<file path="src/rtl/cpu_pkg.sv">
// Shared types and helpers for the bit-serial CPU front end.
//   loader_state_t : instruction loader FSM states
//   clog2          : ceiling log2 for deriving counter and index widths
package cpu_pkg;

   typedef enum logic [1:0] {
      S_IDLE = 2'd0,
      S_FILL = 2'd1,
      S_HOLD = 2'd2
   } loader_state_t;

   // Smallest r such that 2**r >= v; returns 0 for v <= 1.
   function automatic int unsigned clog2(input int unsigned v);
      int unsigned r;
      r = 0;
      for (int unsigned i = 0; i < 32; i++) begin
         if ((33'd1 << i) < 33'(v)) r = i + 1;
      end
      return r;
   endfunction

endpackage

</file>
<file path="src/rtl/btn_conditioner.sv">
// Push-button conditioner: synchroniser, debounce filter and rising-edge detector.
// Ports:
//   clk, rst_n : clock, async active-low reset
//   btn_in     : raw asynchronous button, active high
//   press      : registered 1-cycle pulse on each debounced rising edge
module btn_conditioner
   import cpu_pkg::*;
#(
   parameter int unsigned SYNC_STG  = 2,
   parameter int unsigned DB_CYCLES = 4
) (
   input  logic clk,
   input  logic rst_n,
   input  logic btn_in,
   output logic press
);

   localparam int unsigned CNT_W = (clog2(DB_CYCLES + 1) < 1) ? 1 : clog2(DB_CYCLES + 1);

   logic [SYNC_STG-1:0] r_sync;
   logic                w_synced;
   logic                w_filt;
   logic                r_filt_q;
   logic                r_press;

   // Metastability synchroniser.
   always_ff @(posedge clk or negedge rst_n) begin
      if (!rst_n) r_sync <= '0;
      else        r_sync <= {r_sync[SYNC_STG-2:0], btn_in};
   end

   assign w_synced = r_sync[SYNC_STG-1];

   generate
      if (DB_CYCLES == 0) begin : g_no_db
         assign w_filt = w_synced;
      end else begin : g_db
         logic [CNT_W-1:0] r_cnt;
         logic             r_filt;

         // Filtered level follows the synced level only after DB_CYCLES consecutive disagreeing cycles.
         always_ff @(posedge clk or negedge rst_n) begin
            if (!rst_n) begin
               r_cnt  <= '0;
               r_filt <= 1'b0;
            end else if (w_synced != r_filt) begin
               if (r_cnt == CNT_W'(DB_CYCLES - 1)) begin
                  r_filt <= w_synced;
                  r_cnt  <= '0;
               end else begin
                  r_cnt  <= r_cnt + CNT_W'(1);
               end
            end else begin
               r_cnt <= '0;
            end
         end

         assign w_filt = r_filt;
      end
   endgenerate

   // Rising-edge detect; releases never pulse.
   always_ff @(posedge clk or negedge rst_n) begin
      if (!rst_n) begin
         r_filt_q <= 1'b0;
         r_press  <= 1'b0;
      end else begin
         r_filt_q <= w_filt;
         r_press  <= w_filt & ~r_filt_q;
      end
   end

   assign press = r_press;

endmodule

</file>
<file path="src/rtl/instr_loader.sv">
// Instruction loader: assembles an INSTR_W-bit instruction from IN_W-bit switch chunks,
// one chunk per conditioned button press, and offers it to the core over valid/ready.
// Ports:
//   clk, rst_n   : clock, async active-low reset
//   sw_in        : switch chunk captured on each press
//   btn_in       : raw push button
//   clr_in       : synchronous abort of partial or held instruction
//   instr_valid  : complete instruction held
//   instr_ready  : core accepts instruction
//   opcode       : instr[OPC_W-1:0]
//   operand      : instr[INSTR_W-1:OPC_W]
//   beat_idx     : index of next chunk expected
//   overrun      : sticky, press arrived while an instruction was held
module instr_loader
   import cpu_pkg::*;
#(
   parameter  int unsigned IN_W      = 8,
   parameter  int unsigned INSTR_W   = 16,
   parameter  int unsigned OPC_W     = 4,
   parameter  int unsigned SYNC_STG  = 2,
   parameter  int unsigned DB_CYCLES = 4,
   localparam int unsigned BEATS     = (INSTR_W + IN_W - 1) / IN_W,
   localparam int unsigned BEAT_W    = (BEATS <= 1) ? 1 : clog2(BEATS)
) (
   input  logic                     clk,
   input  logic                     rst_n,
   input  logic [IN_W-1:0]          sw_in,
   input  logic                     btn_in,
   input  logic                     clr_in,
   output logic                     instr_valid,
   input  logic                     instr_ready,
   output logic [OPC_W-1:0]         opcode,
   output logic [INSTR_W-OPC_W-1:0] operand,
   output logic [BEAT_W-1:0]        beat_idx,
   output logic                     overrun
);

   localparam logic [BEAT_W-1:0] LAST_BEAT = BEAT_W'(BEATS - 1);

   loader_state_t       r_state;
   loader_state_t       w_state_nx;
   logic [INSTR_W-1:0]  r_buf;
   logic [INSTR_W-1:0]  w_buf_nx;
   logic [BEAT_W-1:0]   r_beat;
   logic [BEAT_W-1:0]   w_beat_nx;
   logic                r_valid;
   logic                w_valid_nx;
   logic                r_ovr;
   logic                w_ovr_nx;
   logic                w_press;
   logic                w_xfer;
   logic                w_last;
   logic                w_capture;

   btn_conditioner #(
      .SYNC_STG  (SYNC_STG),
      .DB_CYCLES (DB_CYCLES)
   ) u_btn (
      .clk    (clk),
      .rst_n  (rst_n),
      .btn_in (btn_in),
      .press  (w_press)
   );

   assign w_xfer = r_valid & instr_ready;
   assign w_last = (r_beat == LAST_BEAT);

   // State register.
   always_ff @(posedge clk or negedge rst_n) begin
      if (!rst_n) r_state <= S_IDLE;
      else        r_state <= w_state_nx;
   end

   // Next-state logic; clr_in overrides presses and transfers.
   always_comb begin
      w_state_nx = r_state;
      if (clr_in) begin
         w_state_nx = S_IDLE;
      end else begin
         unique case (r_state)
            S_IDLE:  if (w_press)           w_state_nx = (BEATS == 1) ? S_HOLD : S_FILL;
            S_FILL:  if (w_press && w_last) w_state_nx = S_HOLD;
            S_HOLD:  if (w_xfer)            w_state_nx = S_IDLE;
            default:                        w_state_nx = S_IDLE;
         endcase
      end
   end

   // Datapath next values: chunk capture, beat counter, overrun flag.
   always_comb begin
      w_buf_nx  = r_buf;
      w_beat_nx = r_beat;
      w_ovr_nx  = r_ovr;
      w_capture = 1'b0;
      if (clr_in) begin
         w_buf_nx  = '0;
         w_beat_nx = '0;
         w_ovr_nx  = 1'b0;
      end else begin
         unique case (r_state)
            S_IDLE, S_FILL: begin
               if (w_press) begin
                  w_capture = 1'b1;
                  w_beat_nx = w_last ? '0 : r_beat + BEAT_W'(1);
               end
            end
            S_HOLD:  if (w_press) w_ovr_nx = 1'b1;
            default: ;
         endcase
         // Bits of the last chunk beyond INSTR_W fall outside the loop and are dropped.
         if (w_capture) begin
            for (int i = 0; i < int'(INSTR_W); i++) begin
               if (BEAT_W'(i / int'(IN_W)) == r_beat) w_buf_nx[i] = sw_in[i % int'(IN_W)];
            end
         end
      end
      w_valid_nx = (w_state_nx == S_HOLD);
   end

   always_ff @(posedge clk or negedge rst_n) begin
      if (!rst_n) begin
         r_buf   <= '0;
         r_beat  <= '0;
         r_valid <= 1'b0;
         r_ovr   <= 1'b0;
      end else begin
         r_buf   <= w_buf_nx;
         r_beat  <= w_beat_nx;
         r_valid <= w_valid_nx;
         r_ovr   <= w_ovr_nx;
      end
   end

   assign instr_valid = r_valid;
   assign opcode      = r_buf[OPC_W-1:0];
   assign operand     = r_buf[INSTR_W-1:OPC_W];
   assign beat_idx    = r_beat;
   assign overrun     = r_ovr;

endmodule

</file>
<file path="config.mk">
export PLATFORM = sky130hd
export DESIGN_NAME = instr_loader
export DESIGN_NICKNAME = d
export VERILOG_FILES = /design/src/rtl/cpu_pkg.sv /design/src/rtl/btn_conditioner.sv /design/src/rtl/instr_loader.sv
export SDC_FILE = /design/constraint.sdc
export NUM_CORES = 1
export LEC_CHECK = 0
export CAP_MARGIN = 15
export CELL_PAD_IN_SITES_DETAIL_PLACEMENT = 1
export CELL_PAD_IN_SITES_GLOBAL_PLACEMENT = 1
export CORE_AREA = 2 2 63 65
export CTS_CLUSTER_DIAMETER = 200
export DETAILED_ROUTE_END_ITERATION = 10
export DIE_AREA = 0 0 65 67
export PLACE_DENSITY_LB_ADDON = 0.1
export SYNTH_ARGS = -nofsm -noshare
export SYNTH_HDL_FRONTEND = slang
export SYNTH_SLANG_ARGS = --single-unit
</file>
<file path="constraint.sdc">
create_clock -name clk -period 1.3 [get_ports clk]
set_clock_uncertainty 0.2 [all_clocks]
set_input_delay 0.195 -clock clk [delete_from_list [all_inputs] [get_ports clk]]
set_output_delay 0.195 -clock clk [all_outputs]
set_load 0.02 [all_outputs]
</file>
After elaboration in Yosys (flattened, before gate mapping)
Index checks and enable logic that the tools add are counted.
Cells by class
  reductions and logical operators: 13
  bitwise operators: 3
  multiplexer cells: 35
  add/sub/neg operators: 2
  eq/ne operators: 6
Operators with widths (number)
  $mux 16: 2
  $mux 1: 26
  $reduce_and 2->1: 5
  $reduce_bool 2->1: 5
  $mux 2: 4
  $mux 3: 2
  $pmux 2 s3: 1
  $eq 2x2->1 const B: 2
  $add 3x1->3 const B: 1
  $eq 3x2->1 const B: 1
  $and 1x1->1: 2
  $eq 2x1->1 const B: 1
  $logic_not 2->1: 1
  $ne 2x2->1 const B: 1
  $reduce_or 2->1: 1
  $add 1x1->1 const B: 1
  $logic_and 1x1->1: 1
  $ne 1x1->1: 1
  $not 1->1: 1
Word-level totals
  bits in registers: 29
  word-level logic and storage cells: 70
  output and inout port bits: 19
  input bits: 13

Logic depth before layout (Yosys ltp)
Gate-level depths: netlist of run 1.
  word-level depth: 6
  mapped depth: 5
  depth with buffers taken out: 3

By module
From an unflattened synthesis of run 1, not the netlist that was laid out.
Second synthesis, totals
  cells, all modules: 108
  area total of the unflattened synthesis: 1139.8 sq um
Modules (own cells, without submodules)
  instr_loader: area each 862.1 sq um, sequential area each 525.5 sq um, instances 1, cells each 92
  btn_conditioner: area each 277.8 sq um, sequential area each 200.2 sq um, instances 1, cells each 16

Worst setup path after synthesis of run 1
No wires, ideal clock.
  kind: reg2reg
  start: register r_beat (netlist: beat_idx)
  end: register r_buf[2]
  cell stages (with the launch flop): 6
  path slack: -242 ps
  setup time: 138 ps
  required time: 962 ps
  path buffers: 2
  data arrival time: 1205 ps
  clock period less this slack: 1542 ps
  cell sequence: dfrtp_1 > buf_6 > or3b_1 > buf_6 > nand2_1 > a21oi_1
Between the ends
  longest elaborated chain between the ends: 2
RTL lines
  start: declaration: RTL line instr_loader.sv:44  | logic [BEAT_W-1:0] r_beat;
  start signal: assignment: RTL line instr_loader.sv:128  | r_beat <= w_beat_nx;
  $ne 2x2->1 (no line)
  $reduce_and 2->1 (no line)
  end signal: assignment: RTL line instr_loader.sv:127  | r_buf <= w_buf_nx;
  end: declaration: RTL line instr_loader.sv:42  | logic [INSTR_W-1:0] r_buf;
No other way between the ends.
A chain may end at the register's enable or synchronous reset.

Worst setup path in the final report of run 1
  start: register r_beat (netlist: beat_idx)
  end: register r_buf[7]
Same word-level chain as after synthesis.

==> flow_results.org, run 1 <==
** Run status
- The run finished, with violations left.
- The checks that failed: setup timing.

** Clocking
- TritonCTS built the clock tree.
- CTS Root Buffer Type :: clkbuf_8
- TritonCTS Sinks :: 29
- Clock-pin slew was measured on the worst setup and hold paths at approximately 0.070 ns.
- The number of clock buffers added by TritonCTS is 5.
- The longest clock path from root to sink contains 2 buffers.
- In this run, post-CTS hold repair placed 0 buffers.
- The clock tree synthesis step divided the H-tree into 2 levels.
- For the worst-skew pair, the clock arrives at the later sink with an insertion delay of between 0.2 and 0.3 ns.

** Cells and area
- Number of nets in the layout :: between 150 and 200
- Commonest cells after routing, fill and taps aside :: nand2_1, dfrtp_1, buf_2
- Cells fill 50.3% of the core in the end.
- Synthesis-to-finish area growth :: 57.7%
- Post-route cell area :: 1820 µm²
- The number of antenna diodes in the final layout is 0.
- Final instance count without filler cells :: between 200 and 250
- Of the cells placed in the final design, the portion with a size suffix greater than 1 is a little under half.

** Timing
- Time the worst path needs with I/O delays and setup :: approximately 1.4 ns
- The number of pins exceeding their max-slew limit in the final report was 0.
- Worst-margin pin slew :: between 0.3 and 0.4 ns
- Setup total negative slack on the finished layout was measured at -1.23 ns.
- RSZ-0062 raised after global routing :: yes
- Maximum clock rate :: slightly above 700 MHz
- The final critical path takes up 107% of the cycle.
- Worst setup slack after layout :: -0.0859 ns
- Final setup violation count :: 20
- WHS :: approximately 0.079 ns
- The worst pin sits at a relative slew slack of 78.0%.
- The final hold violation count is 0.

** Worst setup path
- The worst setup path is of the flip-flop to flip-flop kind.
- WP data required :: ~1.3 ns
- The worst setup path is captured at a flip-flop.
- STA puts the critical path data arrival time at between 1 and 1.5 ns.
- In this run the worst path has a maximum fanout of 8.
- For the worst flop-to-flop path, the logic depth is 5.
- Nature of the critical path startpoint :: flip-flop

** Synthesis
- Cells after synthesis :: 109
- Synth area leader :: dfrtp_1
- Cell area after synthesis :: 1150 µm²
- After synthesis, the netlist uses 23 different library cells.
- For this run, the register share of the synthesized area comes to a little over three fifths.
- Fraction of synthesized cell area taken by the top area cell type :: a little over three fifths
- Post-synth net total :: between 100 and 150
- In this run, synthesis produced a sequential element count of 29.
- Post-Syn Area per Cell :: about 11 µm²
- During synthesis, Yosys emitted a total of 0 warnings.
- After synthesis, the cell types taking the most area are dfrtp_1, nand2_1, a21oi_1.

** Floorplanning
- Area of the die :: approximately 4400 µm²
- During I/O placement, the number of pins put on the boundary was 32.
- The total area inside the core boundary comes to 3610 µm².
- For this configuration, the core starts out at a cell density of around a third.
- Placement Rows :: 22
- In this run the horizontal extent of the chip is 65 µm.
- The die is 67 µm tall.

** GRT
- Entering global routing, the biggest net connects 30 pins.
- The total overflow left after global routing is 0.
- Number of global-route vias before repair :: ~1100
- Initial antenna violation count :: 0
- Aggregate global-route resource usage :: between 10% and 20%
- The first global-routing pass estimated a little under 5 mm of wire.

** Worst hold path
- HP Class :: primary input to async pin

** Placed design
- Routability congestion estimate :: 0.708
- The wire-length estimate of the detail-placed layout is around 2.0 mm.
- Port buffering added 31 buffers.
- At the placement stage, the worst setup path has a slack of -0.122 ns.
- In this run the cell area measured after placement is 1610 µm².
- Post-Place Cells :: roughly 200

** Route
- Using the TritonRoute via totals, the vias-per-cell ratio works out to 4.66.
- After detailed routing, the total wire length is between 3 and 4 mm.
- Average wire per standard cell :: 15.3 µm
- Count of TritonRoute iterations in the first routing pass :: 2
- Iter 0 DRT Violations :: about 50
- Number of nets still failing antenna checks after routing :: 0
- The detailed router placed 964 vias in this run.
- Post-route DRC violation count :: 0

** Power
- IR analysis of the VDD net gives a maximum drop of between 700 and 800 µV.
- In this run the static leakage power is 0.841 nW.
- P per Cell Area :: roughly 1800 nW/µm²
- Power comes to 3.33 mW.

** Job
- The tool flagged a number of max-cap violations equal to 0.
-- per-layer routing --
layer / track usage (%) / share of wire (%)
met2: 27.7 / 53
met4: 7.18 / 0.60
met3: 4.22 / 5.1
met1: 17.6 / 41
met5: 0 / 0
-- state kept, by name, summed over array words and instances (netlist names) --
signal / flops
u_btn.r_filt_q: 1
overrun: 1
r_buf: 16
r_state: 2
u_btn.press: 1
instr_valid: 1
beat_idx: 1
u_btn.r_sync: 2
u_btn.g_db.r_filt: 1
u_btn.g_db.r_cnt: 3
-- cells in the mapped netlist --
| master | instances |
|---|---|
| nor3b_4 | 1 |
| dfrtp_1 | 29 |
| nand3b_1 | 1 |
| nor3_1 | 1 |
| nand4b_1 | 1 |
| nor2b_1 | 3 |
| a21oi_1 | 19 |
| xnor2_1 | 1 |
| nor3b_1 | 2 |
| buf_2 | 1 |
| and3b_1 | 1 |
| or3b_1 | 1 |
| nand2_1 | 34 |
| buf_6 | 2 |
| a31oi_1 | 1 |
| ha_1 | 1 |
| o21ai_0 | 2 |
| inv_1 | 1 |
| mux2_2 | 1 |
| a21oi_2 | 1 |
| nor2_1 | 2 |
| clkbuf_1 | 2 |
| buf_4 | 1 |
-- repair_timing --
| item | CTS | global route |
|---|---|---|
| pin swaps | 4 | 16 |
| endpoints found under the setup margin | 39 | 24 |
| gates resized for setup | 88 | 29 |
| buffers inserted | 3 | 2 |
-- path summary, 6_finish.rpt --
path,start,to,slack (ns)
max,beat_idx,r_buf[7],-0.09
min,rst_n,u_btn.press,0.08
max reg2reg,beat_idx,r_buf[7],-0.09
min reg2reg,u_btn.r_sync[0],u_btn.r_sync[1],0.16
max in group asynchronous,rst_n,beat_idx,0.65
min in group clk,btn_in,u_btn.r_sync[0],0.15
-- critical path, cell delays in order (launching register included) --
cell	delay, ns
dfrtp_2	0.43
buf_6	0.13
nor3b_4	0.19
buf_6	0.18
nand2_1	0.06
a21oi_1	0.12
-- report_power, final --
group | internal (mW) | switching (mW) | total [mW]
clock | 0.622 | 0.338 | 0.961
combinational | 0.548 | 0.611 | 1.16
sequential | 1.08 | 0.132 | 1.21
-- final cells by class --
cell class                 instances  area, µm²
timing repair buffer              48        390
multi-input combinational         73        514
clock inverter                     2       37.5
fill                             403       1790
sequential                        29        727
inverter                           1       3.75
tap                               48       60.1
clock buffer                       6       82.6
-- kinds of logic after synthesis --
family	after synthesis	synth area share, %
AO/OA/AOI/OAI	23	10.4
multiplexers	1	0.978
buffers and inverters	7	4.02
flip-flops	29	63.0
XOR/XNOR	1	0.761
adder cells (fa/ha/maj)	1	1.09
AND/OR/NAND/NOR	47	19.7
No activity file was read; power rests on OpenSTA's default activity.
==> inputs of run 2 (changes only) <==
CORE_AREA = 5 5 66 68   (was 2 2 63 65)
DIE_AREA = 0 0 71 73   (was 0 0 65 67)
==> run 2 against run 1 <==
  * The run still ends with setup timing left
  * Die area is 19% higher
  * Via count up 1.7%
  * Non-clock buffer count rose by 4
  * Core utilization fell by 2.9 points
  * Worst setup slack lost 0.030 ns
  * Register-to-register slack got worse by 0.03 ns
  * Routed wire length down 2.1%
  * First-iteration DRC count is 16% lower
  * Sequential power is essentially flat
  * Worst hold slack got worse by 0.0034 ns
  * Sequential share of layout area is 0.31 points higher
  * Critical path type unchanged
  * Critical endpoint is now r_buf[3]
  * Highest routed layer unchanged
==> flow_results.org, run 2 (synthesis results as in run 1) <==
** Floorplanning
- Initial standard-cell utilization of the core :: 30.3% (was 31.9%)
- The width of the die is 71 µm (was 65 µm).
- Top-Level Pins :: 32 (unchanged)
- The area of the die is 5180 µm² (was 4360 µm²).
- The vertical die dimension is 73 µm (was 67 µm).
- Placement Rows :: 23 (was 22)
- Area of the core :: 3800 µm² (was 3610 µm²)

** Clocking
- CTS Root Buffer Type :: clkbuf_8 (unchanged)
- The clock edge transition at the registers on the reported setup and hold paths came to 0.06 ns (was 0.07 ns).
- CTS tree :: yes (unchanged)
- Clock buffer count from CTS :: 5 (unchanged)
- The count of hold buffers inserted by post-cts repair is 0 (unchanged).
- Skew-Pair Late Insertion Delay :: 0.28 ns (was 0.27 ns)
- TritonCTS Sinks :: 29 (unchanged)
- Maximum buffer depth of the clock tree :: 2 (unchanged)
- The maximum level of the CTS H-tree was 2 (unchanged).

** Route
- Post-route DRC violation count :: 0 (unchanged)
- The number of routed nets with antenna violations is 0 (unchanged).
- The number of detailed-route iterations in the first pass came to 3 (was 2).
- DRT Wirelength :: 3.10 mm (was 3.17 mm)
- Average wire per standard cell :: 14.5 µm (was 15.3 µm)
- Detailed-route vias per instance :: 4.58 (was 4.66)
- Iter 0 DRT Violations :: 41 (was 49)
- The via count of the routed design was 980 (was 964).

** Timing
- Final number of max-transition violations :: 0 (unchanged)
- The highest clock rate was 706 MHz (was 722 MHz).
- Post-route clock period utilization :: 109% (was 107%)
- RSZ-0062 raised after global routing: yes (unchanged).
- The final hold violation count came to 0 (unchanged).
- The minimum period implied by the final worst setup slack is 1.42 ns (was 1.39 ns).
- The tightest slew margin relative to the limit came to 79.4% (was 78.0%).
- The measured slew at the worst slew-check pin was 0.306 ns (was 0.328 ns).
- Setup TNS after final layout :: -1.39 ns (was -1.23 ns)
- The least setup slack across all paths after layout was -0.116 ns (was -0.0859 ns).
- Final setup violation count :: 22 (was 20)

** Power
- The maximum ir drop on the vdd rail came to 864 µV (was 787 µV).
- Register share of total power :: 36.3% (was 36.4%)
- Static Leak :: 0.835 nW (was 0.841 nW)
- P per Cell Area :: 1840 nW/µm² (about the same)
- Post-layout power :: 3.32 mW (was 3.33 mW)
- Fraction of power consumed by the clock network :: 29.3% (was 28.8%)
- The total internal power is 2.28 mW (was 2.25 mW).
- Part of the total power dissipated in combinational logic :: 34.4% (was 34.8%)
- The net switching share of the total power was 31.4% (was 32.4%).
- Net switching power of the design :: 1.04 mW (was 1.08 mW)

** GRT
- Met3 usage in global routing :: 6.34% (was 4.22%)
- The layer with the highest usage is met2 (unchanged).
- Aggregate global-route resource usage :: 13.1% (was 15.7%)
- Initial antenna violation count :: 0 (unchanged)
- Number of global-route vias before repair :: 1095 (was 1051)
- Pin count of the biggest net entering global routing :: 30 (unchanged)
- The first-pass GRT wire length was 5.12 mm (was 4.92 mm).
- Global-route track usage on met1 :: 13.5% (was 17.6%)
- Total overflow reported by the global router :: 0 (unchanged)
- Global Route met2 Usage :: 22.9% (was 27.7%)

** Worst setup path
- WP data required :: 1.28 ns (was 1.29 ns)
- Critical path capture point type :: flip-flop (unchanged)
- Crit Path Class :: flip-flop to flip-flop (unchanged)
- The peak fanout along the critical path was 7 (was 8).
- The critical path data arrival time is 1.39 ns (was 1.38 ns).
- Nature of the critical path startpoint :: flip-flop (unchanged)

** Placed design
- The global placer's final weighted congestion was 0.706 (was 0.708).
- The post-place setup slack is -0.226 ns (was -0.122 ns).
- Half-perimeter wire length of the detailed placement result :: 2.08 mm (was 1.95 mm)
- The number of buffer cells added on primary ports is 31 (unchanged).

** Run status
- Run status: complete, but fails checks (unchanged).
- Failing checks: setup timing (unchanged).

** Cells and area
- Final Core Density :: 47.4% (was 50.3%)
- Commonest cells after routing, fill and taps aside :: nand2_1, dfrtp_1, buf_2 (unchanged)
- Biggest register :: r_buf (unchanged)
- Leaving out fill and tap cells, the most frequent cell in the layout is nand2_1.
- Fraction of layout cells with a size suffix above 1 :: 44.5% (was 47.8%)
- The number of flip-flops under the largest register name came to 16 (unchanged).
- Count of fill cells added during filler insertion :: 447 (was 403)
- Biggest regs :: r_buf (16), u_btn.g_db.r_cnt (3) (unchanged)
- The area overhead of the layout relative to synthesis was 56.5% (was 57.7%).
- The post-layout net count was 177 (was 172).
- Antenna Cells :: 0 (unchanged)

** Job
- Number of max-cap violations :: 0 (unchanged)

** Worst hold path
- HP Class :: primary input to async pin (unchanged)
[run 2: layout make-up]
type	instances	area (µm²)	area share, %
flip-flops and latches	29	727	40.3
multi-input cells	74	465	25.8
repair buffers	52	427	23.7
clock buffers	7	86.3	4.79
well taps	50	62.6	3.47
clock inverters	1	30.0	1.67
inverters	1	3.75	0.208
[run 2: through the flow]
stage | std cells | hold slack [ns] | cell area (µm²)
3_5_place_dp | 201 | 0.136 | 1640
4_1_cts | 212 | 0.0746 | 1740
2_1_floorplan | 109 | -0.301 | 1160
3_3_place_gp | 201 | 0.143 | 1640
5_1_grt | 214 | 0.0890 | 1800
6_report | 214 | 0.0761 | 1800
[run 2: worst paths after layout]
check | start | to | slack, ns | depth (start not counted)
min in group clk | btn_in | u_btn.r_sync[0] | 0.15 | 1
min | rst_n | r_buf[6] | 0.08 | 2
max | beat_idx | r_buf[3] | -0.12 | 3
max in group asynchronous | rst_n | beat_idx | 0.64 | 2
max reg2reg | beat_idx | r_buf[3] | -0.12 | 3
min reg2reg | u_btn.r_sync[0] | u_btn.r_sync[1] | 0.15 | 0
[run 2: critical path, stage by stage, from the launching register on]
cell	delay (ns)
dfrtp_2	0.47
or3b_4	0.47
nand2_1	0.11
a21oi_2	0.06
[run 2: power by group through the flow]
stage / clock network [mW] / registers [mW] / logic [mW]
2_1_floorplan: 0 / 1.29 / 0.462
3_3_place_gp: 0 / 1.20 / 0.972
3_5_place_dp: 0 / 1.21 / 1.01
4_1_cts: 1.01 / 1.21 / 1.06
5_1_grt: 1.05 / 1.24 / 1.25
6_report: 0.972 / 1.21 / 1.14
[run 2: layer usage]
metal | part of all wire, % | vias to the layer above
met5 | 0 | -
met4 | 1.1 | 0
met3 | 6.9 | 2
met2 | 52 | 28
met1 | 40 | 482
li1 | - | 468
[run 2: timing repair]
item,CTS,global route
buffers inserted,2,2
pin swaps,8,5
gates cloned,1,0
resized for setup,92,15
endpoints found under the setup margin,37,23
==> inputs of run 3 (changes only) <==
PLACE_DENSITY = 0.78   (was not set)
PLACE_DENSITY_LB_ADDON = not set   (was 0.1)
==> run 3 against run 2 <==
  * The flow still finishes with violations (setup timing)
  * Maximum frequency is 2.3% higher
  * Design area shrank 0.76%
  * Largest power group unchanged
  * Non-clock buffer count is 4 lower
  * Worst setup slack better by 0.032 ns
  * Highest routed layer unchanged
==> flow_results.org, run 3 (synthesis results as in run 1) <==
** Power
- The overall power after layout was 3.23 mW (was 3.32 mW).
- Peak VDD IR :: 671 µV (was 864 µV)
- Switching fraction of total power :: 32.3% (was 31.4%)
- The total internal power was 2.18 mW (was 2.28 mW).
- Net switching power of the design :: 1.04 mW (about the same)
- The static leakage is 0.809 nW (was 0.835 nW).
- The part of the total power dissipated in sequential elements came to 37.6% (was 36.3%).
- The power per cell area was 1800 nW/µm² (was 1840 nW/µm²).
- Part of the total power dissipated in combinational logic :: 35.1% (was 34.4%)
- The clock group share of total power came to 27.3% (was 29.3%).

** Clocking
- The clock sink total was 29 (unchanged).
- The clock edge transition at the registers on the reported setup and hold paths was 0.06 ns (about the same).
- CTS Hold Buffers Added :: 0 (unchanged)
- Skew-Pair Late Insertion Delay :: 0.28 ns (about the same)
- Depth of the CTS H-tree :: 2 (unchanged)
- CTS tree :: yes (unchanged)
- The maximum number of buffers from clock root to sink was 2 (unchanged).
- CTS Root Buffer Type :: clkbuf_8 (unchanged)
- The total clock buffers created by CTS is 5 (unchanged).

** Floorplanning
- Top-Level Pins :: 32 (unchanged)
- The area of the die is 5180 µm² (unchanged).
- The starting utilization of the core area came to 30.3% (unchanged).
- Die width :: 71 µm (unchanged)
- Die H :: 73 µm (unchanged)
- Area of the core :: 3800 µm² (unchanged)
- Placement Rows :: 23 (unchanged)

** Cells and area
- Biggest regs :: r_buf (16), u_btn.g_db.r_cnt (3) (unchanged)
- Flip-flop count of the largest register after layout :: 16 (unchanged)
- Biggest register :: r_buf (unchanged)
- The fraction of final layout cells sized beyond drive strength 1 was 53.5% (was 44.5%).
- The commonest non-fill, non-tap cell in the layout was dfrtp_1 (was nand2_1).
- Antenna Cells :: 0 (unchanged)
- The post-layout net count is 173 (was 177).
- The area overhead of the layout relative to synthesis was 55.3% (was 56.5%).
- Post-route cell area :: 1790 µm² (was 1800 µm²)
- Count of fill cells added during filler insertion :: 439 (was 447)
- Commonest cells after routing, fill and taps aside :: dfrtp_1, nand2_1, buf_2 (was nand2_1, dfrtp_1, buf_2)

** Timing
- Final hold violation count :: 0 (unchanged)
- Final number of max-transition violations :: 0 (unchanged)
- Worst-margin pin slew :: 0.302 ns (was 0.306 ns)
- The share of the cycle needed by the critical path after routing came to 106% (was 109%).
- Relative slew margins :: 79.7% (was 79.4%)
- Setup TNS after final layout :: -0.985 ns (was -1.39 ns)
- Final setup violation count :: 19 (was 22)
- WHS :: 0.0756 ns (was 0.0761 ns)
- Time the worst path needs with I/O delays and setup :: 1.38 ns (was 1.42 ns)
- RSZ-0062 raised after global routing :: yes (unchanged)
- Maximum clock rate :: 723 MHz (was 706 MHz)
- The least setup slack across all paths after layout came to -0.0836 ns (was -0.116 ns).

** Placed design
- Place WS :: -0.211 ns (was -0.226 ns)
- The global placer's final weighted congestion is 0.744 (was 0.706).
- Number of I/O port buffers :: 31 (unchanged)
- Half-perimeter wire length of the detailed placement result :: 2.31 mm (was 2.08 mm)
- The cell area after placement was 1620 µm² (was 1640 µm²).

** Worst setup path
- Nature of the critical path startpoint :: flip-flop (unchanged)
- Critical path depth in cells :: 3 (unchanged)
- Number of buffers and inverters on the critical path :: 0 (unchanged)
- Cell breakdown of the critical path: or3b_4, nand2_2, a21oi_2 (was or3b_4, nand2_1, a21oi_2).
- The capturing element type of the critical path was a flip-flop (unchanged).
- Slowest stage cell on the critical path :: or3b_4 (was dfrtp_2)
- The endpoint required time on the critical path came to 1.27 ns (was 1.28 ns).
- Count of cells along the worst register-to-register path :: 3 (unchanged)
- Maximum fanout along the worst path :: 7 (unchanged)
- The classification of the worst setup path is flip-flop to flip-flop (unchanged).
- The peak per-stage delay on the critical path was 0.47 ns (about the same).
- Delay-heaviest family, CP :: simple AND/OR/NAND/NOR gates (unchanged)
- The critical path data arrival time is 1.35 ns (was 1.39 ns).

** Job
- The reported max-cap violation count was 0 (unchanged).

** Route
- The routed via count divided by cell count was 4.71 (was 4.58).
- Number of nets still failing antenna checks after routing :: 0 (unchanged)
- The number of DRC violations after detailed-routing iteration 0 is 60 (was 41).
- The number of detailed-route iterations in the first pass came to 3 (unchanged).
- The routed wire length per instance is 15.6 µm (was 14.5 µm).
- The total DRC errors in the routed layout came to 0 (unchanged).
- Total vias in the final route :: 985 (was 980)
- The total detailed-routing wirelength is 3.27 mm (was 3.10 mm).

** Run status
- Run status :: complete, but fails checks (unchanged)
- Failing checks :: setup timing (unchanged)

** GRT
- Pin count of the biggest net entering global routing :: 30 (unchanged)
- The initial antenna violation count is 0 (unchanged).
- The final global-route overflow total came to 0 (unchanged).
- Aggregate global-route resource usage :: 13.8% (was 13.1%)
- First-pass GRT wire length :: 5.39 mm (was 5.12 mm)
- Number of global-route vias before repair :: 1107 (was 1095)

** Worst hold path
- The worst hold path class is primary input to async pin (unchanged).
run 3: cell count changes in the layout (fill, tap and decap cells not counted), sizes merged:
cell	previous run	this run
buf	40	36
clkbuf	7	5
clkinv	0	1
run 3: path summary, 6_finish.rpt:
kind / startpoint / to / slack (ns)
max: r_state[1] / r_buf[3] / -0.08
min: rst_n / r_state[0] / 0.08
max reg2reg: r_state[1] / r_buf[3] / -0.08
min reg2reg: u_btn.r_sync[0] / u_btn.r_sync[1] / 0.15
max in group asynchronous: rst_n / r_state[1] / 0.64
min in group clk: u_btn.r_sync[0] / u_btn.r_sync[1] / 0.15
run 3: stage by stage:
stage,utilization (%),instances
floorplan,-,109
global placement,42.5,198
detailed placement,42.5,198
CTS,44.9,208
global route,47.1,209
finish,47.1,209
run 3: power groups by stage:
stage / Clock (mW) / Sequential (mW) / Combinational, mW
finish: 0.881 / 1.21 / 1.13
global route: 0.959 / 1.24 / 1.23
CTS: 0.906 / 1.21 / 1.06
detailed placement: 0 / 1.21 / 0.989
global placement: 0 / 1.20 / 0.929
floorplan: 0 / 1.29 / 0.462
run 3: what timing repair did:
action / CTS / global route
buffers inserted: 3 / 1
setup endpoints to repair: 39 / 22
gates cloned: 1 / 0
pin swaps: 6 / 9
resized for setup: 95 / 23
run 3: routing by layer:
layer / vias to the layer above / wire (µm) / GRT usage (%)
li1: 460 / - / -
met1: 494 / 1300 / 15.8
met2: 22 / 1750 / 23.1
met3: 9 / 148 / 4.13
met4: 0 / 71 / 7.52
met5: - / 0 / 0
run 3: cell type report:
type | instances | area, µm² | share of cell area (%)
clock buffer | 5 | 68.8 | 3.85
inverter | 1 | 3.75 | 0.210
clock inverter | 2 | 35.0 | 1.96
multi-input combinational | 74 | 510 | 28.6
sequential | 29 | 728 | 40.7
tap | 50 | 62.6 | 3.50
timing repair buffer | 48 | 379 | 21.2
